**config.mk**
```make
export PLATFORM = sky130hd
export DESIGN_NAME = slice_scheduler
export DESIGN_NICKNAME = d
export VERILOG_FILES = /design/src/rtl/display_pkg.sv /design/src/rtl/slice_scheduler_col_seek.sv /design/src/rtl/slice_scheduler.sv
export SDC_FILE = /design/constraint.sdc
export NUM_CORES = 1
export LEC_CHECK = 0
export ABC_CLOCK_PERIOD_IN_PS = 4530
export CAP_MARGIN = 20
export CORE_MARGIN = 10
export CORE_UTILIZATION = 40
export CTS_BUF_LIST = sky130_fd_sc_hd__clkbuf_8 sky130_fd_sc_hd__clkbuf_16
export DETAILED_ROUTE_END_ITERATION = 16
export GPL_TIMING_DRIVEN = 1
export PLACE_DENSITY = 0.72
export SYNTH_ARGS = -nofsm -noshare
export SYNTH_HDL_FRONTEND = slang
export SYNTH_SLANG_ARGS = --single-unit
```
**constraint.sdc**
```tcl
create_clock -name clk_in -period 4.53 [get_ports clk_in]
set_input_delay 0.6795 -clock clk_in [delete_from_list [all_inputs] [get_ports clk_in]]
set_output_delay 0.6795 -clock clk_in [all_outputs]
set_load 0.03 [all_outputs]
```
**src/rtl/display_pkg.sv**
```systemverilog
// Shared types and constants for the rotating display pipeline.
package display_pkg;

  localparam int unsigned ROTATIONAL_RES = 1024;
  localparam int unsigned NUM_COLS       = 64;
  localparam int unsigned SCAN_RATE      = NUM_COLS / 2;
  localparam int unsigned RGB_RES        = 8;

  localparam logic [1:0] MODE_CYL    = 2'd0;
  localparam logic [1:0] MODE_SPHERE = 2'd1;
  localparam logic [1:0] MODE_CUBE   = 2'd2;
  localparam logic [1:0] MODE_BOIDS  = 2'd3;

  typedef enum logic [2:0] {
    IDLE       = 3'd0,
    SEEK       = 3'd1,
    FETCH      = 3'd2,
    WAIT_READY = 3'd3,
    ISSUE      = 3'd4,
    DONE       = 3'd5
  } sched_state_t;

  // Saturating 16-bit increment used by the abort statistics counter.
  function automatic logic [15:0] sat_inc16(input logic [15:0] v);
    return (v == 16'hFFFF) ? v : v + 16'd1;
  endfunction

endpackage

```
**src/rtl/slice_scheduler_col_seek.sv**
```systemverilog
// col_seek: lowest set bit of a merged column mask at or above a start index.
module col_seek #(
  parameter int unsigned WIDTH = 32,
  parameter int unsigned IDX_W = $clog2(WIDTH) + 1
) (
  input  logic [WIDTH-1:0] en,
  input  logic [IDX_W-1:0] start,
  output logic             found,
  output logic [IDX_W-1:0] idx
);

  // Scan high to low so the lowest qualifying index is the one left standing.
  always_comb begin
    found = 1'b0;
    idx   = '0;
    for (int i = int'(WIDTH) - 1; i >= 0; i--) begin
      if (en[i] && (IDX_W'(i) >= start)) begin
        found = 1'b1;
        idx   = IDX_W'(i);
      end
    end
  end

endmodule

```
**src/rtl/slice_scheduler.sv**
```systemverilog
// slice_scheduler: walks enabled column pairs of each rotational slice and
// hands them to the hub75 driver. Optional macro SLICE_SCHED_STATS_EN enables
// the saturating overrun_count statistics counter (tied to 0 otherwise).
module slice_scheduler #(
  parameter int unsigned ROTATIONAL_RES = display_pkg::ROTATIONAL_RES,
  parameter int unsigned NUM_COLS       = display_pkg::NUM_COLS,
  parameter int unsigned SCAN_RATE      = display_pkg::SCAN_RATE,
  parameter int unsigned FETCH_LATENCY  = 2
) (
  input  logic                           clk_in,
  input  logic                           rst_in,
  input  logic [$clog2(ROTATIONAL_RES)-1:0] dtheta,
  input  logic [NUM_COLS-1:0]            col_mask,
  input  logic [1:0]                     mode_in,
  input  logic                           hub75_ready,
  output logic [$clog2(SCAN_RATE)-1:0]   col_num1,
  output logic [$clog2(SCAN_RATE):0]     col_num2,
  output logic [1:0]                     mode_out,
  output logic                           data_valid,
  output logic                           slice_done,
  output logic                           busy,
  output logic                           overrun,
  output logic [15:0]                    overrun_count
);

  import display_pkg::*;

  localparam int unsigned TW = $clog2(ROTATIONAL_RES);
  localparam int unsigned CW = $clog2(SCAN_RATE);
  localparam int unsigned IW = CW + 1;
  localparam int unsigned FW = 4;

  localparam logic [2:0] ST_IDLE  = 3'(IDLE);
  localparam logic [2:0] ST_SEEK  = 3'(SEEK);
  localparam logic [2:0] ST_FETCH = 3'(FETCH);
  localparam logic [2:0] ST_WAIT  = 3'(WAIT_READY);
  localparam logic [2:0] ST_ISSUE = 3'(ISSUE);
  localparam logic [2:0] ST_DONE  = 3'(DONE);

  logic [2:0]    state_q, state_d;
  logic [TW-1:0] theta_q, theta_d;
  logic [1:0]    mode_q, mode_d;
  logic [IW-1:0] start_q, start_d;
  logic [CW-1:0] col_q, col_d;
  logic [IW-1:0] col2_q, col2_d;
  logic [FW-1:0] cnt_q, cnt_d;
  logic          dv_q, dv_d;
  logic          sd_q, sd_d;
  logic          busy_q, busy_d;
  logic          ovr_q, ovr_d;
`ifdef SLICE_SCHED_STATS_EN
  logic [15:0]   ovr_cnt_q, ovr_cnt_d;
`endif

  logic [SCAN_RATE-1:0] en;
  logic                 seek_found;
  logic [IW-1:0]        seek_idx;
  logic                 abort;

  // A pair is worth sending if either of its two columns has content.
  assign en    = col_mask[SCAN_RATE-1:0] | col_mask[2*SCAN_RATE-1:SCAN_RATE];
  assign abort = (dtheta != theta_q);

  col_seek #(
    .WIDTH (SCAN_RATE),
    .IDX_W (IW)
  ) u_col_seek (
    .en    (en),
    .start (start_q),
    .found (seek_found),
    .idx   (seek_idx)
  );

  // Next-state and next-output logic; abort preempts every active state.
  always_comb begin
    state_d = state_q;
    theta_d = theta_q;
    mode_d  = mode_q;
    start_d = start_q;
    col_d   = col_q;
    col2_d  = col2_q;
    cnt_d   = cnt_q;
    dv_d    = 1'b0;
    sd_d    = 1'b0;
    ovr_d   = ovr_q;
`ifdef SLICE_SCHED_STATS_EN
    ovr_cnt_d = ovr_cnt_q;
`endif

    case (state_q)
      ST_IDLE: begin
        theta_d = dtheta;
        mode_d  = mode_in;
        start_d = '0;
        state_d = ST_SEEK;
      end
      ST_SEEK, ST_FETCH, ST_WAIT, ST_ISSUE: begin
        if (abort) begin
          theta_d = dtheta;
          mode_d  = mode_in;
          start_d = '0;
          ovr_d   = 1'b1;
`ifdef SLICE_SCHED_STATS_EN
          ovr_cnt_d = sat_inc16(ovr_cnt_q);
`endif
          state_d = ST_SEEK;
        end else begin
          case (state_q)
            ST_SEEK: begin
              if (seek_found) begin
                col_d   = CW'(seek_idx);
                col2_d  = seek_idx + IW'(SCAN_RATE);
                cnt_d   = '0;
                state_d = ST_FETCH;
              end else begin
                sd_d    = 1'b1;
                state_d = ST_DONE;
              end
            end
            ST_FETCH: begin
              if (cnt_q == FW'(FETCH_LATENCY - 1)) begin
                state_d = ST_WAIT;
              end else begin
                cnt_d = cnt_q + FW'(1);
              end
            end
            ST_WAIT: begin
              if (hub75_ready) begin
                dv_d    = 1'b1;
                state_d = ST_ISSUE;
              end
            end
            default: begin
              start_d = IW'(col_q) + IW'(1);
              state_d = ST_SEEK;
            end
          endcase
        end
      end
      ST_DONE: begin
        if (abort) begin
          theta_d = dtheta;
          mode_d  = mode_in;
          start_d = '0;
          state_d = ST_SEEK;
        end
      end
      default: begin
        state_d = ST_IDLE;
      end
    endcase

    busy_d = (state_d == ST_SEEK) || (state_d == ST_FETCH) ||
             (state_d == ST_WAIT) || (state_d == ST_ISSUE);
  end

  // State and registered outputs.
  always_ff @(posedge clk_in or posedge rst_in) begin
    if (rst_in) begin
      state_q <= ST_IDLE;
      theta_q <= '0;
      mode_q  <= MODE_CYL;
      start_q <= '0;
      col_q   <= '0;
      col2_q  <= IW'(SCAN_RATE);
      cnt_q   <= '0;
      dv_q    <= 1'b0;
      sd_q    <= 1'b0;
      busy_q  <= 1'b0;
      ovr_q   <= 1'b0;
`ifdef SLICE_SCHED_STATS_EN
      ovr_cnt_q <= '0;
`endif
    end else begin
      state_q <= state_d;
      theta_q <= theta_d;
      mode_q  <= mode_d;
      start_q <= start_d;
      col_q   <= col_d;
      col2_q  <= col2_d;
      cnt_q   <= cnt_d;
      dv_q    <= dv_d;
      sd_q    <= sd_d;
      busy_q  <= busy_d;
      ovr_q   <= ovr_d;
`ifdef SLICE_SCHED_STATS_EN
      ovr_cnt_q <= ovr_cnt_d;
`endif
    end
  end

  assign col_num1   = col_q;
  assign col_num2   = col2_q;
  assign mode_out   = mode_q;
  assign data_valid = dv_q;
  assign slice_done = sd_q;
  assign busy       = busy_q;
  assign overrun    = ovr_q;
`ifdef SLICE_SCHED_STATS_EN
  assign overrun_count = ovr_cnt_q;
`else
  assign overrun_count = 16'd0;
`endif

endmodule
```
Word level (Yosys, flattened, before mapping)
Cells that the tools add are included.

Flip-flop bits (word level): 40. Output and inout port bits: 33. Logic and storage cells: 201.

Add/sub/neg operators: 3. Order comparisons: 32. Eq/ne operators: 16. Multiplexer cells: 90. Bitwise gates (word level): 2. Reductions and logical operators: 47.

Operators by type and width (number): 5-bit two-way mux (32); 5-bit by 6-bit greater-or-equal comparator with 1-bit output, first input constant (16); 4-bit by 6-bit greater-or-equal comparator with 1-bit output, first input constant (8); 1-bit two-way mux (40); 1-bit logical AND (32); 32-bit bitwise OR (1); 3-bit by 6-bit greater-or-equal comparator with 1-bit output, first input constant (4); 10-bit case mux with 2 select lines (1); 6-bit two-way mux (3); 3-bit case mux with 3 select lines (2); 6-bit case mux with 3 select lines (1); 3-bit two-way mux (5); 3-bit by 2-bit == test with 1-bit output, second input constant (4); 1-bit by 6-bit greater-or-equal comparator with 1-bit output, first input constant (2); 2-bit by 6-bit greater-or-equal comparator with 1-bit output, first input constant (2); 10-bit two-way mux (1); 10-bit inequality test (1); 3-bit == test, second input constant (3); 4-bit two-way mux (2); 4-bit case mux with 2 select lines (1); 5-bit by 1-bit adder with 6-bit output, second input constant (1); 6-bit adder, second input constant (1); 3-bit by 1-bit == test with 1-bit output, second input constant (2); 2-bit inequality test, second input constant (3); 18 further kinds (22).

Logic depth before layout (Yosys ltp)
Depth after elaboration: 42. Mapped depth: 9. Depth with buffers taken out: 7.

By module
A second synthesis with hierarchy kept.

Cell total of the unflattened synthesis: 373. Area, all modules: 3225.6 um^2.

By module, submodules not included: slice_scheduler (times used 1, cells each 192, area an instance 2093.3 um^2, sequential area each 877.1 um^2); col_seek (times used 1, cells each 181, area an instance 1132.3 um^2, sequential area each 0.0 um^2).

Least setup slack after synthesis
No wires, ideal clock.

Kind: input port to flip-flop. Start point: input dtheta[7]. End point: register mode_q[0] (netlist: mode_out[0]). Arrival: 2.208 ns. Data required time: 4.405 ns. Setup slack: 2.198 ns. Stages on the path: 8. Path buffers: 2. Cells stage by stage: xnor2_1 -> nand4_1 -> nor4_1 -> buf_2 -> nor2b_1 -> o22a_1 -> buf_2 -> mux2_2.

Cells in the longest elaborated chain, start to end: 3.

RTL lines: start, declared (line slice_scheduler.sv:12) `input logic [$clog2(ROTATIONAL_RES)-1:0] dtheta,`; 10-bit inequality test (line slice_scheduler.sv:62) `assign abort = (dtheta != theta_q);`; 2-bit by 1-bit inequality test with 1-bit output (no source line); 2-bit AND reduction (no source line); end signal, assigned (line slice_scheduler.sv:177) `mode_q <= mode_d;`; end, declared (line slice_scheduler.sv:42) `logic [1:0] mode_q, mode_d;`.

No other way between the ends. A chain may end at the register's enable or synchronous reset.

Worst setup path after layout
Start point: input dtheta[4]. End point: register col_q[1] (netlist: col_num1[1]).

Cells in the longest elaborated chain, start to end: 3.

RTL lines: 10-bit inequality test (line slice_scheduler.sv:62); 1-bit NOT (no source line); 4-bit AND reduction (no source line); end signal, assigned (line slice_scheduler.sv:179) `col_q <= col_d;`; end, declared (line slice_scheduler.sv:44) `logic [CW-1:0] col_q, col_d;`.

No other way between the ends.

==> results.yml <==
sta:
  fmax_ghz: 0.346
  period_minus_slack_ps: 2890
  fin_tns_setup_ps: 0
  layout_setup_ws_ps: 1640
  slew_headroom_pct: 41.7
  finalCritPeriodShare_pct: 63.8
  worst_pin_slew_ps: 875
  slew_violations: 0
  finalClockSkew_ps: 7.07
  rsz0062_at_grt: "no"
  hold_viol: 0
  setup_violations: 0
clocking:
  cts_tree: "built"
  clock_sinks: 34
  hold_buffers: 0
  clk_pin_slew_worst_paths_ps: 60
  numCtsBuffers: 5
  cts_resized: 0
  clk_latency_ps: 280
  clockRootBuffer: "clkbuf_8"
  cts_max_level: 2
  clockBufferDepth: 2
  cts_setup_buffers: 0
die:
  die_area_sq_um: 11600
  fp-row-count: 31
  core_area_sq_um: 7370
  die-width_um: 108
  start_util_pct: 41.7
  ios: 112
  die_y_um: 108
logic_synthesis:
  synth_edf_count: 0
  synth_compound_area_share_pct: 31.4
  yosysTopAreaCellShare_pct: 27.7
  yosys_warnings: 0
  synth_commonest_cells: "dfrtp_1, nor2_1, buf_4"
  async_flop_share_pct: 100
  yosys.area_share.simple_pct: 20.8
  synth.avg_cell_area_sq_um: 8.68
  seq_area_frac_synth_pct: 27.7
  synthAdderAreaFrac_pct: 1.22
  synthXorXnorAreaFrac_pct: 3.99
  synth_area_leaders: "dfrtp_1, buf_4, mux2_2, nor2_1, o211ai_1"
  synth_mux_area_share_pct: 4.72
  synth_cell_types: 76
  syn_inst: 354
  synth_top_family_by_area: "compound AO/OA/AOI/OAI gates"
  synth-seq-cells: 34
  synth_ff_type: "dfrtp_1"
  syn_area_sq_um: 3070
  synth_largest_area_cell: "dfrtp_1"
cells_and_area:
  area_growth_pct: 30.3
  fin_nets: 511
  antennaDiodeCount: 0
  drive_gt1_share_pct: 11.2
  nFillCells: 661
status:
  status: "finished, final reports clean"
setup_path:
  reg2reg_depth: 6
  rrSetupSlack_ps: 1760
  worst_setup_path_end_kind: "register"
  worstPathMaxFanout: 11
  r2r_start: "start_q[2]"
  r2r_end: "cnt_q[2]"
  crit_type: "primary input to register"
  critical_path_arrival_ps: 3080
  cpMaxStageDelayCell: "nor4b_2"
  crit_chain: "clkdlybuf4s50_1 > xnor2_1 > nand4_1 > nor4_1 > buf_4 > nor4b_2 > a21boi_2 > mux2i_1"
  cp.required_ps: 4720
  max_stage_delay_ps: 510
  crit_path_start_kind: "primary input"
placement:
  portBuffers: 94
  hpwl_mm: 7.20
  gp_congestion: 0.877
  dp_slack_ps: 1400
global_route:
  grt_pass1_wl_mm: 14.7
  grt-ovfl-total: 0
  antenna_found_initial: 0
  grt_usage_pct: 15.1
  grt_pass1_vias: 2971
  grt_max_degree: 35
drt:
  drt_pass1_iterations: 5
  vias_per_cell: 5.64
  num_vias: 2978
  wirelength_mm: 9.11
  wire_per_inst_um: 17.3
  ant_nets: 0
  drt_first_iter_violations: 298
  drc_errors: 0
pwr:
  ir_worst_vdd_v: 0.0000867
  power.total_uw: 703
  leakage_uw: 0.00165
  power_density_nw_per_um2: 176
worst_hold_path:
  min_from: "overrun"
  whs_path_depth: 1
  min_to: "overrun"
  worstHoldPathType: "register to register"
run:
  drv_cap: 0
## layer usage
| layer | wire length [um] | GRT usage (%) | vias up |
|---|---|---|---|
| met2 | 4440 | 25.5 | 114 |
| met4 | 215 | 4.87 | 0 |
| li1 | - | - | 1449 |
| met1 | 3910 | 19.3 | 1392 |
| met5 | 0 | 0 | - |
| met3 | 555 | 2.22 | 23 |
## kinds of logic (layout without fill, tap and decap cells)
| family | Yosys count | after routing |
|---|---|---|
| other | 2 | 17 |
| buffers and inverters | 50 | 110 |
| AND/OR/NAND/NOR | 117 | 117 |
| multiplexers | 13 | 13 |
| AO/OA/AOI/OAI | 121 | 121 |
| flip-flops | 34 | 34 |
| adder cells (fa/ha/maj) | 3 | 3 |
| XOR/XNOR | 14 | 14 |
## sequential cells by signal, indices dropped and copies added (netlist names)
signal / cells
state_q: 3
overrun: 1
cnt_q: 4
mode_out: 2
theta_q: 10
start_q: 6
col_num1: 5
busy: 1
data_valid: 1
slice_done: 1
## power breakdown
group | switching (uW) | total, uW | internal [uW]
logic | 83.4 | 184 | 101
clock network | 95.9 | 197 | 101
registers | 9.51 | 322 | 313
total | 189 | 703 | 514
## through the flow
step	area [sq um]	hold WS, ps	utilization (%)	cells
after floorplan	3130	500	-	369
after global placement	3930	470	53.3	521
after detailed placement	3930	467	53.3	521
after CTS	4010	482	54.3	528
after global routing	4010	511	54.3	528
final	4010	482	54.3	528
## worst max-delay path, delay by kind of cell
kind / cells / cell delay [ps]
AO/OA/AOI/OAI: 1 / 380
XOR/XNOR: 1 / 140
buffers and inverters: 2 / 710
multiplexers: 1 / 240
AND/OR/NAND/NOR: 3 / 910
## cell usage in the layout (no fill, tap or decap), types with 7 or more instances in the layout
| cell type | netlist | layout |
|---|---|---|
| a21oi_1 | 11 | 11 |
| mux2_2 | 12 | 12 |
| nand3_1 | 7 | 7 |
| nand2_1 | 17 | 17 |
| dfrtp_1 | 34 | 34 |
| inv_1 | 7 | 9 |
| o31ai_1 | 7 | 7 |
| xnor2_1 | 9 | 9 |
| clkdlybuf4s50_1 | 0 | 94 |
| nor2_1 | 34 | 34 |
| o21ai_0 | 12 | 12 |
| conb_1 | 2 | 17 |
| or2_2 | 10 | 10 |
| o211ai_1 | 12 | 12 |
## cell type report
cell class	instances	area [sq um]	area share, %
Inverter	7	26.3	0.656
Timing Repair Buffer	96	956	23.9
Clock buffer	5	68.8	1.72
Clock inverter	2	7.51	0.187
Tap cell	99	124	3.09
Multi-Input combinational cell	285	1970	49.2
Sequential cell	34	851	21.2
## how the worst max path moves through the flow
stage / start / to / slack, ps / cells after the start
floorplan: dtheta[7] / mode_out[0] / 2200 / 8
global placement: dtheta[7] / theta_q[2] / 1520 / 8
detailed placement: dtheta[4] / col_num1[1] / 1400 / 8
CTS: dtheta[4] / col_num1[1] / 1650 / 8
global route: dtheta[4] / col_num1[1] / 1410 / 8
finish: dtheta[4] / col_num1[1] / 1640 / 8
Power figures use the tool's default switching activity.
